**config.mk**
```make
export PLATFORM = sky130hd
export DESIGN_NAME = datapath_sequencer
export DESIGN_NICKNAME = d
export VERILOG_FILES = /design/src/rtl/datapath_sequencer.sv
export SDC_FILE = /design/constraint.sdc
export NUM_CORES = 1
export LEC_CHECK = 0
export CORE_MARGIN = 3
export CORE_UTILIZATION = 38
export DETAILED_ROUTE_END_ITERATION = 16
export GPL_TIMING_DRIVEN = 0
export MAX_ROUTING_LAYER = met4
export PLACE_DENSITY = 0.9
export SYNTH_ARGS = -nofsm -noshare
export SYNTH_HDL_FRONTEND = slang
export SYNTH_SLANG_ARGS = --single-unit
```
**constraint.sdc**
```tcl
create_clock -name clock -period 2.3 [get_ports clock]
set_input_delay 0.23 -clock clock [delete_from_list [all_inputs] [get_ports clock]]
set_output_delay 0.23 -clock clock [all_outputs]
set_load 0.05 [all_outputs]
```
**src/rtl/datapath_sequencer.sv**
```systemverilog
// datapath_sequencer: fetch/decode/execute controller for the 16-register datapath.
// Latches the instruction word, then drives all datapath controls for one cycle
// (two for LOAD) per instruction, and counts retired instructions.
// Optional build macro: CTRL_TRAP_EN -- adds a two-cycle TRAP sequence taken when an
// ALU/ADDI instruction targets a register whose error flag is set.
module datapath_sequencer #(
    parameter logic [15:0] TRAP_VECTOR = 16'h0010,
    parameter logic [3:0]  TRAP_LINK   = 4'hF
) (
    input  logic        clock,
    input  logic        reset,
    input  logic        start,
    input  logic [15:0] current_instruction,
    input  logic [15:0] zeroflag,
    input  logic [15:0] errorbit,
    output logic        program_counter_increment,
    output logic [3:0]  alu_op,
    output logic [3:0]  alu_a_select,
    output logic [3:0]  alu_b_select,
    output logic        alu_a_source,
    output logic        alu_b_source,
    output logic [15:0] alu_a_altern,
    output logic [15:0] alu_b_altern,
    output logic [3:0]  alu_out_select,
    output logic [1:0]  alu_load_src,
    output logic        alu_store_to_mem,
    output logic        alu_store_to_stk,
    output logic [3:0]  vga_color_select,
    output logic [3:0]  vga_coord_select,
    output logic        vga_plot,
    output logic        halted,
    output logic [15:0] instr_count
);

`ifdef CTRL_TRAP_EN
    typedef enum logic [2:0] {S_IDLE, S_FETCH, S_EXEC, S_MEM, S_HALT, S_TRAP1, S_TRAP2} state_t;
`else
    typedef enum logic [2:0] {S_IDLE, S_FETCH, S_EXEC, S_MEM, S_HALT} state_t;
    // Trap controls do not exist in this build; keep the inputs visibly consumed.
    logic unused_trap;
    assign unused_trap = ^{errorbit, TRAP_VECTOR, TRAP_LINK};
`endif

    state_t      state_q, state_d;
    logic [15:0] ir_q, ir_d;
    logic [15:0] cnt_q, cnt_d;
    logic        retire;

    logic [3:0] opc, rd, ra, rb;
    logic [7:0] imm8;
    assign opc  = ir_q[15:12];
    assign rd   = ir_q[11:8];
    assign ra   = ir_q[7:4];
    assign rb   = ir_q[3:0];
    assign imm8 = ir_q[7:0];

    assign halted           = (state_q == S_HALT);
    assign instr_count      = cnt_q;
    assign alu_store_to_stk = 1'b0;

    // State, instruction register and retire counter; reset aborts any instruction.
    always_ff @(posedge clock or posedge reset) begin
        if (reset) begin
            state_q <= S_IDLE;
            ir_q    <= 16'h0000;
            cnt_q   <= 16'h0000;
        end else begin
            state_q <= state_d;
            ir_q    <= ir_d;
            cnt_q   <= cnt_d;
        end
    end

    // Next state and datapath controls, decoded from state and the latched instruction.
    always_comb begin
        state_d                   = state_q;
        ir_d                      = ir_q;
        retire                    = 1'b0;
        program_counter_increment = 1'b0;
        alu_op                    = 4'h0;
        alu_a_select              = 4'h0;
        alu_b_select              = 4'h0;
        alu_a_source              = 1'b0;
        alu_b_source              = 1'b0;
        alu_a_altern              = 16'h0000;
        alu_b_altern              = 16'h0000;
        alu_out_select            = 4'h0;
        alu_load_src              = 2'b00;
        alu_store_to_mem          = 1'b0;
        vga_color_select          = 4'h0;
        vga_coord_select          = 4'h0;
        vga_plot                  = 1'b0;
        case (state_q)
            S_IDLE, S_HALT: if (start) state_d = S_FETCH;
            S_FETCH: begin
                ir_d    = current_instruction;
                state_d = S_EXEC;
            end
            S_EXEC: begin
                state_d = S_FETCH;
                retire  = 1'b1;
                case (opc)
                    4'h0: program_counter_increment = 1'b1;
                    4'h1, 4'h2, 4'h3, 4'h4, 4'h5, 4'h6, 4'h7: begin
                        alu_op                    = opc;
                        alu_a_select              = ra;
                        alu_b_select              = rb;
                        alu_out_select            = rd;
                        alu_load_src              = 2'b01;
                        program_counter_increment = 1'b1;
                    end
                    4'h8: begin
                        alu_op                    = 4'h1;
                        alu_b_source              = 1'b1;
                        alu_b_altern              = {12'h000, rb};
                        alu_a_select              = ra;
                        alu_out_select            = rd;
                        alu_load_src              = 2'b01;
                        program_counter_increment = 1'b1;
                    end
                    4'h9: begin
                        alu_a_source              = 1'b1;
                        alu_a_altern              = {8'h00, imm8};
                        alu_out_select            = rd;
                        alu_load_src              = 2'b01;
                        program_counter_increment = 1'b1;
                    end
                    4'hA: begin
                        // Address phase only; the register write happens in MEM.
                        alu_a_select = ra;
                        state_d      = S_MEM;
                        retire       = 1'b0;
                    end
                    4'hB: begin
                        alu_a_select              = ra;
                        alu_out_select            = rd;
                        alu_store_to_mem          = 1'b1;
                        program_counter_increment = 1'b1;
                    end
                    4'hC, 4'hD: begin
                        // JMP always, BRZ only when the tested register is zero: PC <= ra.
                        if (opc == 4'hC || zeroflag[rd]) begin
                            alu_a_select = ra;
                            alu_load_src = 2'b01;
                        end else begin
                            program_counter_increment = 1'b1;
                        end
                    end
                    4'hE: begin
                        vga_color_select          = rd;
                        vga_coord_select          = ra;
                        vga_plot                  = 1'b1;
                        program_counter_increment = 1'b1;
                    end
                    default: state_d = S_HALT;
                endcase
`ifdef CTRL_TRAP_EN
                if (opc >= 4'h1 && opc <= 4'h8 && errorbit[rd]) state_d = S_TRAP1;
`endif
            end
            S_MEM: begin
                alu_a_select              = ra;
                alu_load_src              = 2'b10;
                alu_out_select            = rd;
                program_counter_increment = 1'b1;
                retire                    = 1'b1;
                state_d                   = S_FETCH;
            end
`ifdef CTRL_TRAP_EN
            S_TRAP1: begin
                // Link register <= PC (register 0 passed through the ALU).
                alu_out_select = TRAP_LINK;
                alu_load_src   = 2'b01;
                state_d        = S_TRAP2;
            end
            S_TRAP2: begin
                alu_a_source   = 1'b1;
                alu_a_altern   = TRAP_VECTOR;
                alu_load_src   = 2'b01;
                state_d        = S_FETCH;
            end
`endif
            default: state_d = S_IDLE;
        endcase
        cnt_d = retire ? cnt_q + 16'h0001 : cnt_q;
    end

endmodule
```
Word-level counts from Yosys, hierarchy flattened
Index checks and enable logic that the tools add are counted.

$add $sub $neg: 1. Magnitude comparators: 1. Equal/unequal tests: 19. Multiplexer cells: 38. Reductions and logical operators: 11.

Operators by type and width (count): $mux W4 (11); $pmux W4 S2 (4); $eq A4 B4 Y1 const B (7); $reduce_or A10 Y1 (2); $add A16 B1 Y16 const B (1); $eq A4 B3 Y1 const B (4); $mux W8 (2); $reduce_or A14 Y1 (1); $mux W1 (12); $pmux W3 S4 (1); $reduce_or A12 Y1 (1); $reduce_or A9 Y1 (1); $eq A4 B2 Y1 const B (2); $pmux W1 S2 (4); $reduce_or A7 Y1 (1); $eq A3 B2 Y1 const B (2); $pmux W3 S2 (1); $lt A4 B5 Y1 const B (1); $bmux W1 S4 (1); $eq A4 B1 Y1 const B (1); $logic_not A4 Y1 (1); $pmux W2 S2 (1); $reduce_or A2 Y1 (2); $eq A3 B1 Y1 const B (1); other kinds (5) (5).

Register bits after elaboration: 35. Input port bits: 51. Logic and storage cells: 73.

Longest topological paths before layout
Gate-level depths: netlist (run 1).

Word-level depth: 6. Gate-level depth with buffers: 5.

Worst setup path after synthesis (run 1)
OpenSTA, ideal clock, no wires.

Path type: reg2out. Start: register ir_q[8]. End: output port alu_load_src[0]. Arrival: 2.541 ns. Data required time: 2.070 ns. Path slack: -0.471 ns. Stages on the path, launching flop included: 6. Cell sequence: dfrtp_1 buf_6 mux4_1 a2bb2oi_1 nand4_1 a311oi_1.

Cells in the longest elaborated chain, start to end: 6.

RTL lines: start: declaration (RTL line 45) `logic [15:0] ir_q, ir_d;`; start signal: assignment (RTL line 69) `ir_q <= ir_d;`; $bmux W1 S4 (RTL line 142) `if (opc == 4'hC || zeroflag[rd]) begin`; $mux W1 (not written as such) (RTL line 142); $logic_or A1 B1 Y1 (RTL line 142); $mux W1 (RTL line 142); $pmux W1 S2 (RTL line 102) `case (opc)`; $pmux W2 S2 (RTL line 93) `case (state_q)`; end: declaration (RTL line 25) `output logic [1:0] alu_load_src,`.

No other way between the ends. The select of a mux whose other input is x is not followed.

Worst setup path in the final report (run 1)
Start: register ir_q[8]. End: output port alu_a_select[2].

Cells in the longest elaborated chain, start to end: 6.

RTL lines: $bmux W1 S4 (RTL line 142); $mux W1 (not written as such) (RTL line 142); $logic_or A1 B1 Y1 (RTL line 142); $mux W4 (RTL line 142); $pmux W4 S2 (RTL line 102); $pmux W4 S2 (RTL line 93); end: declaration (RTL line 18) `output logic [3:0] alu_a_select,`.

No other way between the ends. The select of a mux whose other input is x is not followed.

==> impl_metrics.tcl, run 1 <==
set metrics [dict create \
    cts_buffers 5 \
    dieHeight_um 83.5 \
    fin_crit_ns 2.35 \
    avgSynthCellArea_um2 9.96 \
    synthCells 229 \
    finalWirelength_mm 6.66 \
    final_hold_viol_count 0 \
    synth_adder_area_share_pct 0.549 \
    start_util_pct 40.4 \
    drive_above_1_share_pct 36.0 \
    path_delay_family "multiplexers" \
    vias 2111 \
    grt_pass1_wl_mm 10.8 \
    port_buffers 93 \
    netlist_area_mm2 0.00228 \
    die_w_um 83.5 \
    synth_seq_cells 35 \
    pwr-share-comb_pct 62.9 \
    powerDensity_mw_per_mm2 1200 \
    gp_congestion 0.842 \
    initialDrtViolationCount 104 \
    synth-warning-count 0 \
    async_flop_share_pct 100 \
    fin_crit_sh_pct 102 \
    hp-class "in2async" \
    synth_compound_area_share_pct 7.73 \
    ios 132 \
    wl_per_cell_um 15.6 \
    worst_pin_slew_ns 0.753 \
    slew_headroom_pct 49.8 \
    synth_top_flop_cell "dfrtp_1" \
    clockPowerShare_pct 11.5 \
    seqPwrFrac_pct 25.6 \
    cp.buffers_inverters 1 \
    track_usage_pct 19.5 \
    fp.dieArea_mm2 0.00697 \
    ys_seq_area_share_pct 38.4 \
    cts_tree "built" \
    multi_input_area_mm2 0.00137 \
    violations "setup timing" \
    rsz0062_at_grt "true" \
    slowest_stage "mux4_2" \
    seq_area_um2 877 \
    clockRootBuffer "clkbuf_8" \
    vdd_ir_drop_max_mv 0.793 \
    syn2layout_area_growth_pct 55.1 \
    synth.distinct_cells 48 \
    intPower_w 0.00216 \
    dp_hpwl_mm 4.86 \
    synth_top_family_by_area "simple AND/OR/NAND/NOR gates" \
    critPathCaptureType "primary output" \
    cts_buffer_depth 2 \
    clkLatencyLatePin_ns 0.28 \
    cp.required_ns 2.07 \
    synth_xor_area_share_pct 6.14 \
    coreArea_mm2 0.00564 \
    setup_violations 5 \
    path_cells "mux4_2 -> or3b_4 -> o211ai_4 -> a31oi_1 -> buf_4" \
    hold_buffers 0 \
    power.total_w 0.00425 \
    grt_max_degree 36 \
    yosys-mux-area-fraction_pct 12.3 \
    clock.fmax_mhz 426 \
    nFillCells 468 \
    final_cell_mix "clkdlybuf4s50_1, buf_4, dfrtp_1" \
    yosys.area_share.simple_pct 24.8 \
    drt_first_pass_iters 4 \
    clock_skew_ns 0.00431 \
    synth.area.top_cells "dfrtp_1, mux2_2, buf_4, and2_1, xnor2_1" \
    htree_levels 2 \
    yosys.area.top_type "dfrtp_1" \
    critPathLaunchType "register" \
    grt.overflow.total 0 \
    leakage_nw 1.61 \
    p_switching_w 0.00210 \
    antenna_cells 0 \
    nNetsFinal 407 \
    critPathMaxFanout 5 \
    antenna_found_initial 0 \
    clkTransAtPathRegs_ns 0.07 \
    swShare_pct 49.3 \
    setup_tns_ns -0.138 \
    cpPeakStageDelay_ns 0.54 \
    synth_edf_count 0 \
    row_count 27 \
    viasPerCell 4.93 \
    worstPathArrival_ns 2.12 \
    path_class "reg2out" \
    grt_pass1_vias 2117 \
    layout_commonest_cell "clkdlybuf4s50_1" \
    synth_top_area_share_pct 38.4 \
    slew_violations 0 \
    cts_sinks 35 \
    ant_nets 0 \
    outcome "finished with violations" \
    drv_cap 0 \
    drcViolationCount 0 \
    timing.final.ws_setup_ns -0.0452 \
]
[cell type report]
class / count / area share [%]
flip-flops and latches: 35 / 24.8
clock buffers: 8 / 2.83
inverters: 2 / 0.212
multi-input cells: 181 / 38.8
plain buffers: 30 / 6.01
well taps: 72 / 2.55
repair buffers: 100 / 24.9
[synthesized netlist by cell type (2+ instances only)]
cell	count
dfrtp_1	35
nand4_1	7
and2_1	26
nand2b_1	3
nor3_2	2
buf_4	23
nor3_1	3
clkbuf_1	3
nand3_1	6
o21ai_0	2
nor2b_1	3
nor3b_1	4
mux2i_1	4
nor2_1	8
or3_1	2
inv_1	2
a31oi_1	5
and4_1	2
nand2_1	19
and3_1	2
nor3b_2	2
xnor2_1	15
mux2_2	17
a21o_1	3
buf_2	4
a21oi_1	5
[timing repair]
item	in CTS	in global routing
resized for setup	210	41
pin swaps	6	5
setup endpoints to repair	42	38
buffers inserted	5	2
[per-layer routing]
layer | vias up | global-route usage (%) | wire [um]
li1 | 1005 | - | -
met1 | 1003 | 22.7 | 2840
met2 | 93 | 33.8 | 3280
met3 | 10 | 4.74 | 441
met4 | 0 | 4.97 | 90
met5 | - | - | 0
[power groups by stage]
stage	clock (W)	sequential, W	combinational, W
after floorplan	0	0.00116	0.00172
after global placement	0	0.00103	0.00248
after detailed placement	0	0.00105	0.00254
after CTS	0.000512	0.00107	0.00260
after global routing	0.000535	0.00114	0.00285
final	0.000489	0.00109	0.00268
[cell families after synthesis]
| group | count (synthesis) |
|---|---|
| XOR/XNOR | 16 |
| buffers and inverters | 34 |
| flip-flops | 35 |
| AO/OA/AOI/OAI | 24 |
| adder cells (fa/ha/maj) | 1 |
| other | 1 |
| multiplexers | 23 |
| AND/OR/NAND/NOR | 95 |
[registers in the layout, summed over array words and instances (netlist names)]
| register | cells |
|---|---|
| instr_count | 16 |
| state_q | 3 |
| ir_q | 16 |
[stage by stage]
step | area [um2] | setup WS [ns] | util [%] | std cells | hold slack, ns
2_1_floorplan | 2390 | -0.0343 | - | 250 | 0.347
3_3_place_gp | 3410 | -0.435 | 60.4 | 415 | 0.463
3_5_place_dp | 3410 | -0.484 | 60.4 | 415 | 0.465
4_1_cts | 3520 | -0.0655 | 62.4 | 427 | 0.477
5_1_grt | 3540 | -0.113 | 62.7 | 428 | 0.466
6_report | 3540 | -0.0452 | 62.7 | 428 | 0.396
[worst reg2reg max path, cell delays in order (launching register included)]
cell     delay (ns)
dfrtp_1        0.33
buf_4          0.21
inv_1          0.11
nor3_2         0.48
buf_2          0.37
mux2_2         0.37
[path summary, 6_finish.rpt]
kind | slack, ns | depth (start not counted) | end | start
max reg2reg | 0.33 | 5 | ir_q[6] | state_q[0]
min in group clock | 0.47 | 1 | instr_count[15] | instr_count[15]
max in group asynchronous | 1.37 | 2 | ir_q[8] | reset
min reg2reg | 0.47 | 1 | instr_count[15] | instr_count[15]
max | -0.05 | 5 | alu_a_select[2] | ir_q[8]
min | 0.40 | 2 | instr_count[12] | reset
Power figures use the tool's default switching activity.
==> run 2: changes to the inputs <==
--- a/config.mk
+++ b/config.mk
@@ -5,12 +5,14 @@
 export SDC_FILE = /design/constraint.sdc
 export NUM_CORES = 1
 export LEC_CHECK = 0
+export ABC_AREA = 1
 export CORE_MARGIN = 3
-export CORE_UTILIZATION = 38
+export CORE_UTILIZATION = 39
+export CTS_CLUSTER_SIZE = 16
 export DETAILED_ROUTE_END_ITERATION = 16
 export GPL_TIMING_DRIVEN = 0
 export MAX_ROUTING_LAYER = met4
-export PLACE_DENSITY = 0.9
+export PLACE_DENSITY = 0.91
 export SYNTH_ARGS = -nofsm -noshare
 export SYNTH_HDL_FRONTEND = slang
 export SYNTH_SLANG_ARGS = --single-unit
==> run 2 against run 1 <==
  * The run now ends clean
  * Worst hold slack got worse by 0.0033 ns
  * Routed wire length rose by 0.42%
  * Cell count rose by 19%
  * Critical path type unchanged
  * Critical endpoint is now alu_out_select[3]
==> impl_metrics.tcl, run 2 <==
set metrics [dict create \
    nNetsFinal 492 \
    synthTopCellsByCount "nand2_1, nor2_1, inv_1" \
    grt_pass1_wl_mm 11.1 \
    synth_edf_count 0 \
    place_area_mm2 0.00345 \
    vdd_ir_drop_max_mv 0.870 \
    ant_nets 0 \
    cp.required_ns 2.07 \
    nFillCells 481 \
    hp-class "in2async" \
    clkTransAtPathRegs_ns 0.07 \
    yosysMostFrequentCell "nand2_1" \
    slew_headroom_pct 50.6 \
    outcome "completed" \
    layout_commonest_cell "nand2_1" \
    critPathLaunchType "register" \
    final_hold_viol_count 0 \
    critPathCaptureType "primary output" \
    cts_buffer_depth 2 \
    avgSynthCellArea_um2 7.33 \
    synth_top_family_by_area "simple AND/OR/NAND/NOR gates" \
    leakage_nw 1.78 \
    fin_crit_sh_pct 98.8 \
    antenna_found_initial 0 \
    dieHeight_um 83.4 \
    synth_top_area_share_pct 37.5 \
    worstPathArrival_ns 2.04 \
    postCtsSetupBuffers 0 \
    fin_crit_ns 2.27 \
    track_usage_pct 19.6 \
    vias 2419 \
    worst_pin_slew_ns 0.740 \
    viasPerCell 4.73 \
    yosys.area_share.simple_pct 32.2 \
    synth_seq_cells 35 \
    hold_buffers 0 \
    clockRootBuffer "clkbuf_8" \
    synth_top_flop_cell "dfrtp_1" \
    antenna_cells 0 \
    grt_pass1_vias 2443 \
    synthCells 319 \
    slew_violations 0 \
    coreArea_mm2 0.00564 \
    grt.overflow.total 0 \
    timing.final.ws_setup_ns 0.0271 \
    drive_above_1_share_pct 22.1 \
    drcViolationCount 0 \
    path_class "reg2out" \
    synth_compound_area_share_pct 7.92 \
    critPathMaxFanout 6 \
    netlist_area_mm2 0.00234 \
    port_buffers 93 \
    die_w_um 83.4 \
    ys_seq_area_share_pct 37.5 \
    row_count 27 \
    synth-warning-count 0 \
    dp_hpwl_mm 5.11 \
    synth_adder_area_share_pct 0.535 \
    cts_sinks 35 \
    initialDrtViolationCount 78 \
    yosys.area.top_type "dfrtp_1" \
    hold_ws_ns 0.393 \
    ios 132 \
    async_flop_share_pct 100 \
    synth.area.top_cells "dfrtp_1, nand2_1, nor2_1, buf_4, inv_1" \
    clock_skew_ns 0.00546 \
    synth.distinct_cells 34 \
    start_util_pct 41.5 \
    post-place-ws_ns -0.165 \
    htree_levels 2 \
    syn2layout_area_growth_pct 48.0 \
    wl_per_cell_um 13.1 \
    finalWirelength_mm 6.68 \
    drv_cap 0 \
    gp_congestion 0.914 \
    powerDensity_mw_per_mm2 1190 \
    cts_buffers 5 \
    synth_xor_area_share_pct 5.24 \
    clkLatencyLatePin_ns 0.29 \
    grt_max_degree 36 \
    yosys-mux-area-fraction_pct 0 \
    clock.fmax_mhz 440 \
    drt_first_pass_iters 4 \
    setup_tns_ns 0 \
    setup_violations 0 \
    cts_tree "built" \
    final_cell_mix "nand2_1, nor2_1, clkdlybuf4s50_1" \
    rsz0062_at_grt "true" \
    final_area_mm2 0.00346 \
    fp.dieArea_mm2 0.00696 \
]
[run 2: cell types whose count changed in the layout (fill, tap and decap cells not counted), moves of 12 or more]
cell / before / now
a21oi_1: 3 / 20
and2_1: 26 / 0
buf_2: 18 / 6
inv_1: 1 / 36
mux2_2: 17 / 0
nand2_1: 17 / 57
nor2_1: 7 / 51
[run 2: cells by family after synthesis]
logic type	after synthesis
adder cells (fa/ha/maj)	1
buffers and inverters	74
flip-flops	35
other	1
XOR/XNOR	14
AO/OA/AOI/OAI	34
AND/OR/NAND/NOR	160
[run 2: critical path: stages, from the launching register on]
cell and delay [ns]:
dfrtp_1 0.41, inv_1 0.14, nand2_1 0.11, nand2_1 0.09, o21bai_1 0.26, a211oi_2 0.10
nor3_1 0.22, clkdlybuf4s18_2 0.41
[run 2: through the flow]
step / power (W) / util [%] / std cells
3_3_place_gp: 0.00363 / 61.1 / 505
5_1_grt: 0.00437 / 61.4 / 511
4_1_cts: 0.00409 / 62.7 / 511
2_1_floorplan: 0.00295 / - / 340
6_report: 0.00411 / 61.4 / 511
3_5_place_dp: 0.00370 / 61.1 / 505
[run 2: layout make-up]
type / instances / area, um2 / share of cell area [%]
timing repair buffer: 93 / 847 / 24.5
tap: 72 / 90.1 / 2.60
multi-input combinational: 231 / 1190 / 34.4
clock buffer: 6 / 72.6 / 2.10
sequential: 35 / 876 / 25.3
inverter: 45 / 169 / 4.88
buffer: 29 / 218 / 6.29
[run 2: power by group]
part / internal, W / switching, W / total, W
Clock: 0.000202 / 0.000209 / 0.000410
Combinational: 0.000797 / 0.00188 / 0.00268
Sequential: 0.000828 / 0.000192 / 0.00102
[run 2: path summary, 6_finish.rpt]
kind	from	end	slack, ns	cells after the start
max	ir_q[12]	alu_out_select[3]	0.03	7
min	reset	ir_q[2]	0.39	2
max reg2reg	instr_count[0]	instr_count[10]	0.71	6
min reg2reg	instr_count[10]	instr_count[10]	0.50	1
max in group asynchronous	reset	instr_count[10]	1.43	2
min in group clock	instr_count[10]	instr_count[10]	0.50	1
[run 2: timing repair]
action	4_1_cts	5_1_grt
endpoints found under the setup margin	41	30
gates cloned	0	0
gates resized for setup	94	57
[run 2: routing by layer]
metal / up-vias / track usage, % / share of wire, %
met5: - / - / 0
met4: 0 / 7.46 / 2.7
met1: 1108 / 22.8 / 41
met3: 23 / 4.96 / 7.4
li1: 1189 / - / -
met2: 99 / 32.7 / 49
